`config.mk`:
```
export PLATFORM = sky130hd
export DESIGN_NAME = prog_loader
export DESIGN_NICKNAME = d
export VERILOG_FILES = /design/src/rtl/prog_loader.sv
export SDC_FILE = /design/constraint.sdc
export NUM_CORES = 1
export LEC_CHECK = 0
export ABC_AREA = 0
export CAP_MARGIN = 20
export CORE_MARGIN = 2
export CORE_UTILIZATION = 60
export CTS_BUF_LIST = sky130_fd_sc_hd__clkbuf_2 sky130_fd_sc_hd__clkbuf_4 sky130_fd_sc_hd__clkbuf_8
export DETAILED_ROUTE_END_ITERATION = 10
export GPL_TIMING_DRIVEN = 0
export PLACE_DENSITY = 0.94
export SYNTH_ARGS = -nofsm -noshare
export SYNTH_HDL_FRONTEND = slang
export SYNTH_SLANG_ARGS = --single-unit
```
`constraint.sdc`:
```
create_clock -name clk -period 5.7 [get_ports clk]
set_clock_uncertainty 0.2 [all_clocks]
set_input_delay 0.855 -clock clk [delete_from_list [all_inputs] [get_ports clk]]
set_output_delay 0.855 -clock clk [all_outputs]
set_load 0.005 [all_outputs]
```
`src/rtl/prog_loader.sv`:
```
// prog_loader
//   Loads a framed byte stream into the 16-bit core's instruction memory.
//   Frame: LEN_HI, LEN_LO (word count N, big-endian), 2N data bytes (high
//   byte of each word first), then one checksum byte equal to the XOR of
//   every preceding byte of the frame. Words are written at byte addresses
//   BASE_ADDR, BASE_ADDR+2, ... to match the core's pc+2 fetch sequence.
//
// Parameters
//   BASE_ADDR  byte address of the first instruction written
//   MEM_WORDS  instruction memory depth in words (largest legal N)
//
// Ports
//   clk         system clock, rising edge
//   rst_n       asynchronous active-low reset
//   load_start  one-cycle request to start a load (IDLE/DONE/ERR only)
//   in_valid    stream byte valid
//   in_data     stream byte
//   in_ready    loader accepts a byte this cycle
//   imem_we     one-cycle write strobe per assembled word
//   imem_addr   write byte address (held until the next write)
//   imem_wdata  write data word (held until the next write)
//   core_hold   keeps the core stalled while loading or after an error
//   done        level: last load finished with a good checksum
//   err         level: last load aborted (oversize count or bad checksum)
module prog_loader #(
  parameter logic [15:0] BASE_ADDR = 16'h0000,
  parameter int unsigned MEM_WORDS = 128
) (
  input  logic        clk,
  input  logic        rst_n,
  input  logic        load_start,
  input  logic        in_valid,
  input  logic [7:0]  in_data,
  output logic        in_ready,
  output logic        imem_we,
  output logic [15:0] imem_addr,
  output logic [15:0] imem_wdata,
  output logic        core_hold,
  output logic        done,
  output logic        err
);

  typedef enum logic [2:0] {
    IDLE,
    S_LEN_HI,
    S_LEN_LO,
    S_DATA_HI,
    S_DATA_LO,
    S_CHECK,
    DONE,
    ERR
  } state_t;

  state_t      state_reg, state_next;
  logic [7:0]  hi_byte_reg, hi_byte_next;   // LEN_HI, then each data high byte
  logic [15:0] len_reg, len_next;
  logic [15:0] idx_reg, idx_next;
  logic [7:0]  xor_reg, xor_next;
  logic        we_reg, we_next;
  logic [15:0] addr_reg, addr_next;
  logic [15:0] wdata_reg, wdata_next;

  logic        hs;
  logic [15:0] len_rx;
  logic [15:0] idx_inc;

  assign in_ready = (state_reg == S_LEN_HI) || (state_reg == S_LEN_LO) ||
                    (state_reg == S_DATA_HI) || (state_reg == S_DATA_LO) ||
                    (state_reg == S_CHECK);
  assign hs       = in_valid & in_ready;
  assign len_rx   = {hi_byte_reg, in_data};
  assign idx_inc  = idx_reg + 16'd1;

  always_comb begin
    state_next   = state_reg;
    hi_byte_next = hi_byte_reg;
    len_next     = len_reg;
    idx_next     = idx_reg;
    xor_next     = xor_reg;
    we_next      = 1'b0;
    addr_next    = addr_reg;
    wdata_next   = wdata_reg;

    case (state_reg)
      IDLE, DONE, ERR: begin
        if (load_start) begin
          state_next = S_LEN_HI;
          idx_next   = 16'd0;
          xor_next   = 8'd0;
        end
      end
      S_LEN_HI: begin
        if (hs) begin
          hi_byte_next = in_data;
          xor_next     = xor_reg ^ in_data;
          state_next   = S_LEN_LO;
        end
      end
      S_LEN_LO: begin
        if (hs) begin
          xor_next = xor_reg ^ in_data;
          len_next = len_rx;
          if (32'(len_rx) > MEM_WORDS) begin
            state_next = ERR;
          end else if (len_rx == 16'd0) begin
            state_next = S_CHECK;
          end else begin
            state_next = S_DATA_HI;
          end
        end
      end
      S_DATA_HI: begin
        if (hs) begin
          hi_byte_next = in_data;
          xor_next     = xor_reg ^ in_data;
          state_next   = S_DATA_LO;
        end
      end
      S_DATA_LO: begin
        if (hs) begin
          xor_next   = xor_reg ^ in_data;
          we_next    = 1'b1;
          wdata_next = {hi_byte_reg, in_data};
          // Sum intentionally truncated: loads near the top of the map wrap.
          addr_next  = BASE_ADDR + {idx_reg[14:0], 1'b0};
          idx_next   = idx_inc;
          state_next = (idx_inc == len_reg) ? S_CHECK : S_DATA_HI;
        end
      end
      S_CHECK: begin
        if (hs) begin
          state_next = (in_data == xor_reg) ? DONE : ERR;
        end
      end
      default: state_next = IDLE;
    endcase
  end

  // Asynchronous clear makes imem_we drop the instant reset asserts, so an
  // in-flight word is discarded rather than written.
  always_ff @(posedge clk or negedge rst_n) begin
    if (!rst_n) begin
      state_reg   <= IDLE;
      hi_byte_reg <= 8'd0;
      len_reg     <= 16'd0;
      idx_reg     <= 16'd0;
      xor_reg     <= 8'd0;
      we_reg      <= 1'b0;
      addr_reg    <= 16'd0;
      wdata_reg   <= 16'd0;
    end else begin
      state_reg   <= state_next;
      hi_byte_reg <= hi_byte_next;
      len_reg     <= len_next;
      idx_reg     <= idx_next;
      xor_reg     <= xor_next;
      we_reg      <= we_next;
      addr_reg    <= addr_next;
      wdata_reg   <= wdata_next;
    end
  end

  assign imem_we    = we_reg;
  assign imem_addr  = addr_reg;
  assign imem_wdata = wdata_reg;
  assign core_hold  = in_ready || (state_reg == ERR);
  assign done       = (state_reg == DONE);
  assign err        = (state_reg == ERR);

endmodule

```
==> results.tsv, run 1 <==
stage	metric	value	unit
floorplan	die area	7630	µm²
timing	Setup violations, final	0	
run	reported max-cap violation count	0	
yosys	Post-synth EDFFs	0	
floorplan	floorplan row count	30	
floorplan	core area	6760	µm²
placement	global placement routability congestion	0.910	
yosys	Synth top area share	49.8	%
setup_path	Critical-path top delay cell	clkdlybuf4s50_1	
yosys	Yosys warnings	0	
floorplan	die height	87.3	µm
clock_tree	post-cts gate resize count	0	
drt	DR top layer	met4	
placement	placed insts	577	
power_and_ir_drop	proportion of power drawn by the clock network	18.8	%
floorplan	Initial Utilization	61.7	%
cells_and_area	share of cells above drive strength 1	11.7	%
timing	period utilization	58.0	%
global_routing	vias in the first global route	3547	
timing	Slew HR	50.7	%
yosys	Main synth FF type	dfrtp_1	
setup_path	Crit path required time	4640	ps
setup_path	Worst setup EP type	output pin	
status	status	completed	
timing	aggregate negative setup slack	0	ps
global_routing	first-pass GRT wire length	16.7	mm
power_and_ir_drop	sw frac	36.3	%
drt	routed wire length on met3	637	µm
power_and_ir_drop	Tot Pwr	2.11	mW
cells_and_area	Nets	521	
clock_tree	CTS tree	done	
timing	fmax	0.303	GHz
clock_tree	Sink Count	83	
setup_path	startpoint types	flip-flop	
yosys	post-synth top area cell	dfrtp_1	
power_and_ir_drop	sequential share of power	43.6	%
setup_path	Arr. time, crit path	2250	ps
power_and_ir_drop	Int Pwr	1.35	mW
yosys	Mapped Avg Cell Area	9.26	µm²
global_routing	initial antenna violation count	0	
clock_tree	CTS buffer count	9	
drt	Pre-antenna DRT Iters	5	
clock_tree	Clock Latency Late Sink	360	ps
setup_path	crit-path cells	clkbuf_1 > nor2_1 > inv_1 > o21ai_0 > nand2b_1 > clkdlybuf4s50_1	
drt	M1 WL	4.27	mm
global_routing	largest net degree at the start of global routing	45	
yosys	Synthesized Nets	463	
drt	DRT iter0 DRCs	297	
drt	routed len/inst	17.0	µm
global_routing	GR Util All Layers	28.2	%
worst_hold_path	HP Class	primary input to asynchronous set/reset pin	
clock_tree	Root Buffer	clkbuf_8	
cells_and_area	number of diodes	0	
cells_and_area	commonest non-fill, non-tap cell in the layout	nand2_1	
timing	Final min period	3310	ps
timing	final hold vios	0	
floorplan	Die W	87.3	µm
setup_path	CP top delay family	buffers and inverters	
placement	Detail Placement HPWL	7.12	mm
cells_and_area	Cell Count, Final, Fillers Out	593	
clock_tree	Max Root-Sink Buffers	2	
power_and_ir_drop	Worst VDD drop	0.000292	V
placement	IO buf count	46	
yosys	number of library cell types mapped by synthesis	49	
yosys	sequential share of the synthesized area	49.8	%
yosys	#FFs+latches synth	83	
yosys	ranking of synthesized cells by area	dfrtp_1 (50%), nand2_1 (10%), mux2_2 (6.2%)	
timing	fin. max-slew vios	0	
setup_path	crit path buf inv count	3	
power_and_ir_drop	Gate power share	37.6	%
drt	vias	3584	
drt	DRC Markers	0	
yosys	Cells after Synth	450	
clock_tree	Worst-path clk slew	80	ps
setup_path	crit path max fanout	9	
drt	metal2 WL	4.83	mm
setup_path	Crit Path Class	flip-flop to output pin	
yosys	ys async rst share	100	%
clock_tree	Post-CTS Setup Inserts	0	
cells_and_area	synthesis-to-layout area growth	18.3	%
clock_tree	CTS H-Tree Depth	3	
timing	RSZ-0062 raised after global routing	false	
drt	Detail Route Antenna Nets	0	
setup_path	Slowest Stage Delay on Critical Path	450	ps
power_and_ir_drop	Psw	767	µW
floorplan	IO Pins	49	
drt	vias per cell	6.04	
power_and_ir_drop	pwr/cell area	429	nW/µm²
global_routing	total global routing overflow	0	
power_and_ir_drop	LEAKAGE	2.21	nW
timing	worst-margin pin slew	736	ps
drt	drt total wl	10.1	mm
clock_tree	# hold bufs at CTS	0	
cells_and_area	most frequent cells in the layout	nand2_1 (114), dfrtp_1 (83), clkdlybuf4s50_1 (45), o21ai_0 (42), nor2_1 (26)	
yosys	Mapped Area	4170	µm²
[layout make-up]
type	instances	area [µm²]
tap	80	100
sequential	83	2080
buffer	31	130
timing repair buffer	47	478
fill	475	1830
inverter	6	22.5
multi-input combinational	330	1940
clock buffer	11	145
clock inverter	5	37.5
[Yosys cell counts (all sizes together) (2+ instances only)]
library cell    n
o31ai           7
dfrtp          83
nor2           26
inv             6
o22ai           3
or3             2
a31oi           4
mux2           23
nand3           8
nor2b           6
nand2         114
xnor2          18
nand2b         11
a21oi           7
clkbuf         22
and3            5
a211o           2
buf             9
o41ai           4
nor4            7
a211oi          2
mux2i           2
o21ai          42
nor3            4
xor2            9
nand4           7
[metal layers]
layer | vias to the layer above | global-route usage, %
li1 | 1649 | -
met1 | 1736 | 36.1
met2 | 164 | 46.0
met3 | 35 | 5.69
met4 | 0 | 12.9
met5 | - | 0
[power groups by stage]
| stage | clock network, mW | logic (mW) | registers [mW] |
|---|---|---|---|
| 2_1_floorplan | 0 | 0.495 | 0.892 |
| 6_report | 0.397 | 0.796 | 0.922 |
| 3_3_place_gp | 0 | 0.739 | 0.919 |
| 5_1_grt | 0.422 | 0.870 | 0.943 |
| 3_5_place_dp | 0 | 0.782 | 0.931 |
| 4_1_cts | 0.400 | 0.790 | 0.919 |
[logic make-up after synthesis]
group | Yosys count | synth area share (%)
buf+inv | 37 | 3.66
simple gates | 196 | 21.9
other cells | 1 | 0.0900
flops | 83 | 49.8
xor+xnor | 27 | 5.68
compound gates | 80 | 11.9
mux | 25 | 6.70
fa+ha+maj | 1 | 0.300
[worst paths after layout]
kind | slack (ps) | start | depth (start not counted) | endpoint
max | 2390 | state_reg[0] | 6 | core_hold
min | 260 | rst_n | 1 | imem_addr[11]
max reg2reg | 2670 | idx_reg[1] | 9 | state_reg[2]
min reg2reg | 280 | imem_addr[8] | 2 | imem_addr[8]
max in group asynchronous | 4440 | rst_n | 2 | len_reg[3]
min in group clk | 280 | imem_addr[8] | 2 | imem_addr[8]
[through the flow]
step	hold slack, ps	util (%)	area, µm²	setup slack, ps
2_1_floorplan	270	-	4170	3130
3_3_place_gp	257	70.0	4730	749
3_5_place_dp	265	70.2	4740	2150
4_1_cts	272	72.9	4930	2410
5_1_grt	297	72.9	4930	2280
6_report	256	72.9	4930	2390
[worst register-to-register path, stage by stage, from the launching register on]
cell and delay [ps]:
dfrtp_1 480, ha_1 200, clkbuf_1 290, and3_1 200, clkbuf_1 230, nand3_1 220
a211oi_1 290, o2111ai_1 180, a2111oi_2 460, a211o_1 200
Power figures use the tool's default switching activity.
==> run 2, diff against run 1 <==
--- a/config.mk
+++ b/config.mk
@@ -8,11 +8,11 @@
 export ABC_AREA = 0
 export CAP_MARGIN = 20
 export CORE_MARGIN = 2
-export CORE_UTILIZATION = 60
+export CORE_UTILIZATION = 58
 export CTS_BUF_LIST = sky130_fd_sc_hd__clkbuf_2 sky130_fd_sc_hd__clkbuf_4 sky130_fd_sc_hd__clkbuf_8
 export DETAILED_ROUTE_END_ITERATION = 10
 export GPL_TIMING_DRIVEN = 0
-export PLACE_DENSITY = 0.94
+export PLACE_DENSITY = 0.91
 export SYNTH_ARGS = -nofsm -noshare
 export SYNTH_HDL_FRONTEND = slang
 export SYNTH_SLANG_ARGS = --single-unit
==> constraint.sdc (replaced) <==
create_clock -name clk -period 3.3 [get_ports clk]
set_clock_uncertainty 0.2 [all_clocks]
set_input_delay 0.495 -clock clk [delete_from_list [all_inputs] [get_ports clk]]
set_output_delay 0.495 -clock clk [all_outputs]
set_load 0.005 [all_outputs]
==> run 2 against run 1 <==
  * Worst hold slack better by 26 ps
  * Wire length shrank 0.66%
  * Sequential share of layout area decreased by 0.59 points
  * Cell count up 2.9%
  * First-iteration DRC count decreased by 10%
  * Utilization is 0.18 points lower
  * Highest routed layer unchanged
  * Combinational power increased by 73%
  * Power rose by 77%
==> results.tsv, run 2 (same netlist as run 1, synthesis figures left out) <==
stage	metric	value	unit	change
timing	worst-margin pin slew	715	ps	-21.0 ps
cells_and_area	Cell Count, Final, Fillers Out	610		+2.9%
drt	DRT iter0 DRCs	266		-10%
timing	Setup violations, final	0		unchanged
drt	DRC Markers	0		unchanged
setup_path	Worst setup EP type	flip-flop		
setup_path	Crit Path Class	flip-flop to flip-flop		
global_routing	largest net degree at the start of global routing	45		unchanged
setup_path	Most common cell on crit path	clkbuf_1		
timing	period utilization	90.8	%	
timing	Slew HR	52.2	%	+1.4 points
placement	global placement routability congestion	0.926		+1.8%
run	reported max-cap violation count	0		unchanged
drt	Pre-antenna DRT Iters	5		unchanged
timing	fmax	0.334	GHz	
global_routing	GR Util All Layers	27.6	%	-0.60 points
setup_path	Crit path required time	3410	ps	-1230 ps
setup_path	crit-path cells	clkbuf_1 > nor2_1 > nand3_1 > inv_1 > clkbuf_1 > clkbuf_1 > nand2_1 > nand2_1		
cells_and_area	most frequent cells in the layout	nand2_1 (114), dfrtp_1 (83), clkdlybuf4s50_1 (45), o21ai_0 (42), nor2_1 (26)		
drt	vias	3547		-1.0%
clock_tree	CTS H-Tree Depth	3		unchanged
floorplan	die area	7880	µm²	+3.3%
power_and_ir_drop	LEAKAGE	2.22	nW	+0.54%
placement	placed insts	593		+2.8%
status	status	completed		
timing	RSZ-0062 raised after global routing	false		
drt	Detail Route Antenna Nets	0		unchanged
global_routing	initial antenna violation count	0		unchanged
cells_and_area	number of diodes	0		unchanged
floorplan	IO Pins	49		unchanged
global_routing	total global routing overflow	0		unchanged
timing	Final WS setup	303	ps	-2090 ps
power_and_ir_drop	Tot Pwr	3.75	mW	+77%
timing	aggregate negative setup slack	0	ps	unchanged
drt	routed len/inst	16.4	µm	-3.4%
placement	Place WS	85.4	ps	-2060 ps
setup_path	Slowest Stage Delay on Critical Path	480	ps	+30 ps
clock_tree	Sink Count	83		unchanged
power_and_ir_drop	Worst VDD drop	0.000573	V	+96%
setup_path	Worst Reg-to-Reg Cells	8		-1
cells_and_area	Nets	522		+0.19%
worst_hold_path	Hold Crit Depth	2		
floorplan	Die W	88.8	µm	+1.6%
setup_path	startpoint types	flip-flop		
floorplan	Initial Utilization	60.7	%	-1.0 points
clock_tree	Root Buffer	clkbuf_8		
floorplan	die height	88.8	µm	+1.6%
clock_tree	Clock Latency Late Sink	360	ps	about the same
worst_hold_path	HP Class	flip-flop to flip-flop		
placement	Detail Placement HPWL	7.13	mm	about the same
clock_tree	Worst-path clk slew	90	ps	about the same
clock_tree	Post-CTS Setup Inserts	0		unchanged
worst_hold_path	worst hold endpoint	imem_addr[14]		
drt	drt total wl	10.0	mm	-0.66%
worst_hold_path	hold path start	imem_addr[14]		
power_and_ir_drop	pwr/cell area	750	nW/µm²	+75%
setup_path	Critical-path top delay cell	nand3_1		
global_routing	vias in the first global route	3465		-2.3%
floorplan	floorplan row count	30		unchanged
timing	final hold vios	0		unchanged
clock_tree	CTS tree	done		
clock_tree	Max Root-Sink Buffers	2		unchanged
setup_path	flop2flop setup slack	300	ps	-2370 ps
setup_path	Arr. time, crit path	3110	ps	+860 ps
timing	fin. max-slew vios	0		unchanged
placement	IO buf count	46		unchanged
drt	vias per cell	5.81		-3.8%
cells_and_area	share of cells above drive strength 1	11.7	%	-0.023 points
setup_path	worst flop-to-flop path startpoint	state_reg[0]		
setup_path	crit path max fanout	10		+1
cells_and_area	synthesis-to-layout area growth	19.9	%	
cells_and_area	commonest non-fill, non-tap cell in the layout	nand2_1		
floorplan	core area	6870	µm²	+1.7%
clock_tree	CTS buffer count	9		unchanged
setup_path	worst r2r dst	imem_wdata[7]		
timing	Final min period	3000	ps	
global_routing	first-pass GRT wire length	16.5	mm	-0.83%
run 2: area by class of cell:
class                      instances  area [µm²]
tap                               96         120
clock inverter                     6        72.6
buffer                            31         130
inverter                           6        22.5
clock buffer                      10         138
sequential                        83        2080
fill                             506        1870
multi-input combinational        330        1950
timing repair buffer              48         488
run 2: worst max-delay path by stage:
stage | from | to | slack (ps) | cells after the start
after global placement | rst_n | xor_reg[2] | -1270 | 1
after global routing | idx_reg[1] | state_reg[1] | 80 | 9
after floorplan | idx_reg[1] | state_reg[2] | 920 | 9
final | state_reg[0] | imem_wdata[7] | 300 | 8
after CTS | idx_reg[1] | state_reg[1] | 260 | 9
after detailed placement | in_valid | imem_addr[2] | 90 | 7
run 2: stage by stage:
step                      hold slack [ps]  cell area, µm²  utilization, %
after floorplan                    -0.591            4170               -
after global placement                257            4750            69.1
after detailed placement              263            4760            69.4
after CTS                             285            4980            72.6
after global routing                  308            5000            72.8
final                                 281            5000            72.8
run 2: per-layer routing:
metal	part of all wire, %	up-vias	track usage (%)
li1	-	1646	-
met2	51	160	47.1
met5	0	-	0
met3	6.3	26	4.57
met1	40	1715	34.4
met4	3.0	0	12.4
run 2: critical path: cells and delay by family (launching register included):
family	cells	cell delay, ps
flops	1	370
buf+inv	4	1350
simple gates	4	1020
run 2: timing repair:
item / CTS / global route
endpoints found under the setup margin: 0 / 1
hold buffers: 1 / 0
gates resized for setup: 0 / 1
endpoints found under the hold margin: 39 / 0
run 2: report_power, final:
part	switching, mW	internal (mW)
clock network	0.402	0.378
registers	0.253	1.33
logic	0.691	0.690
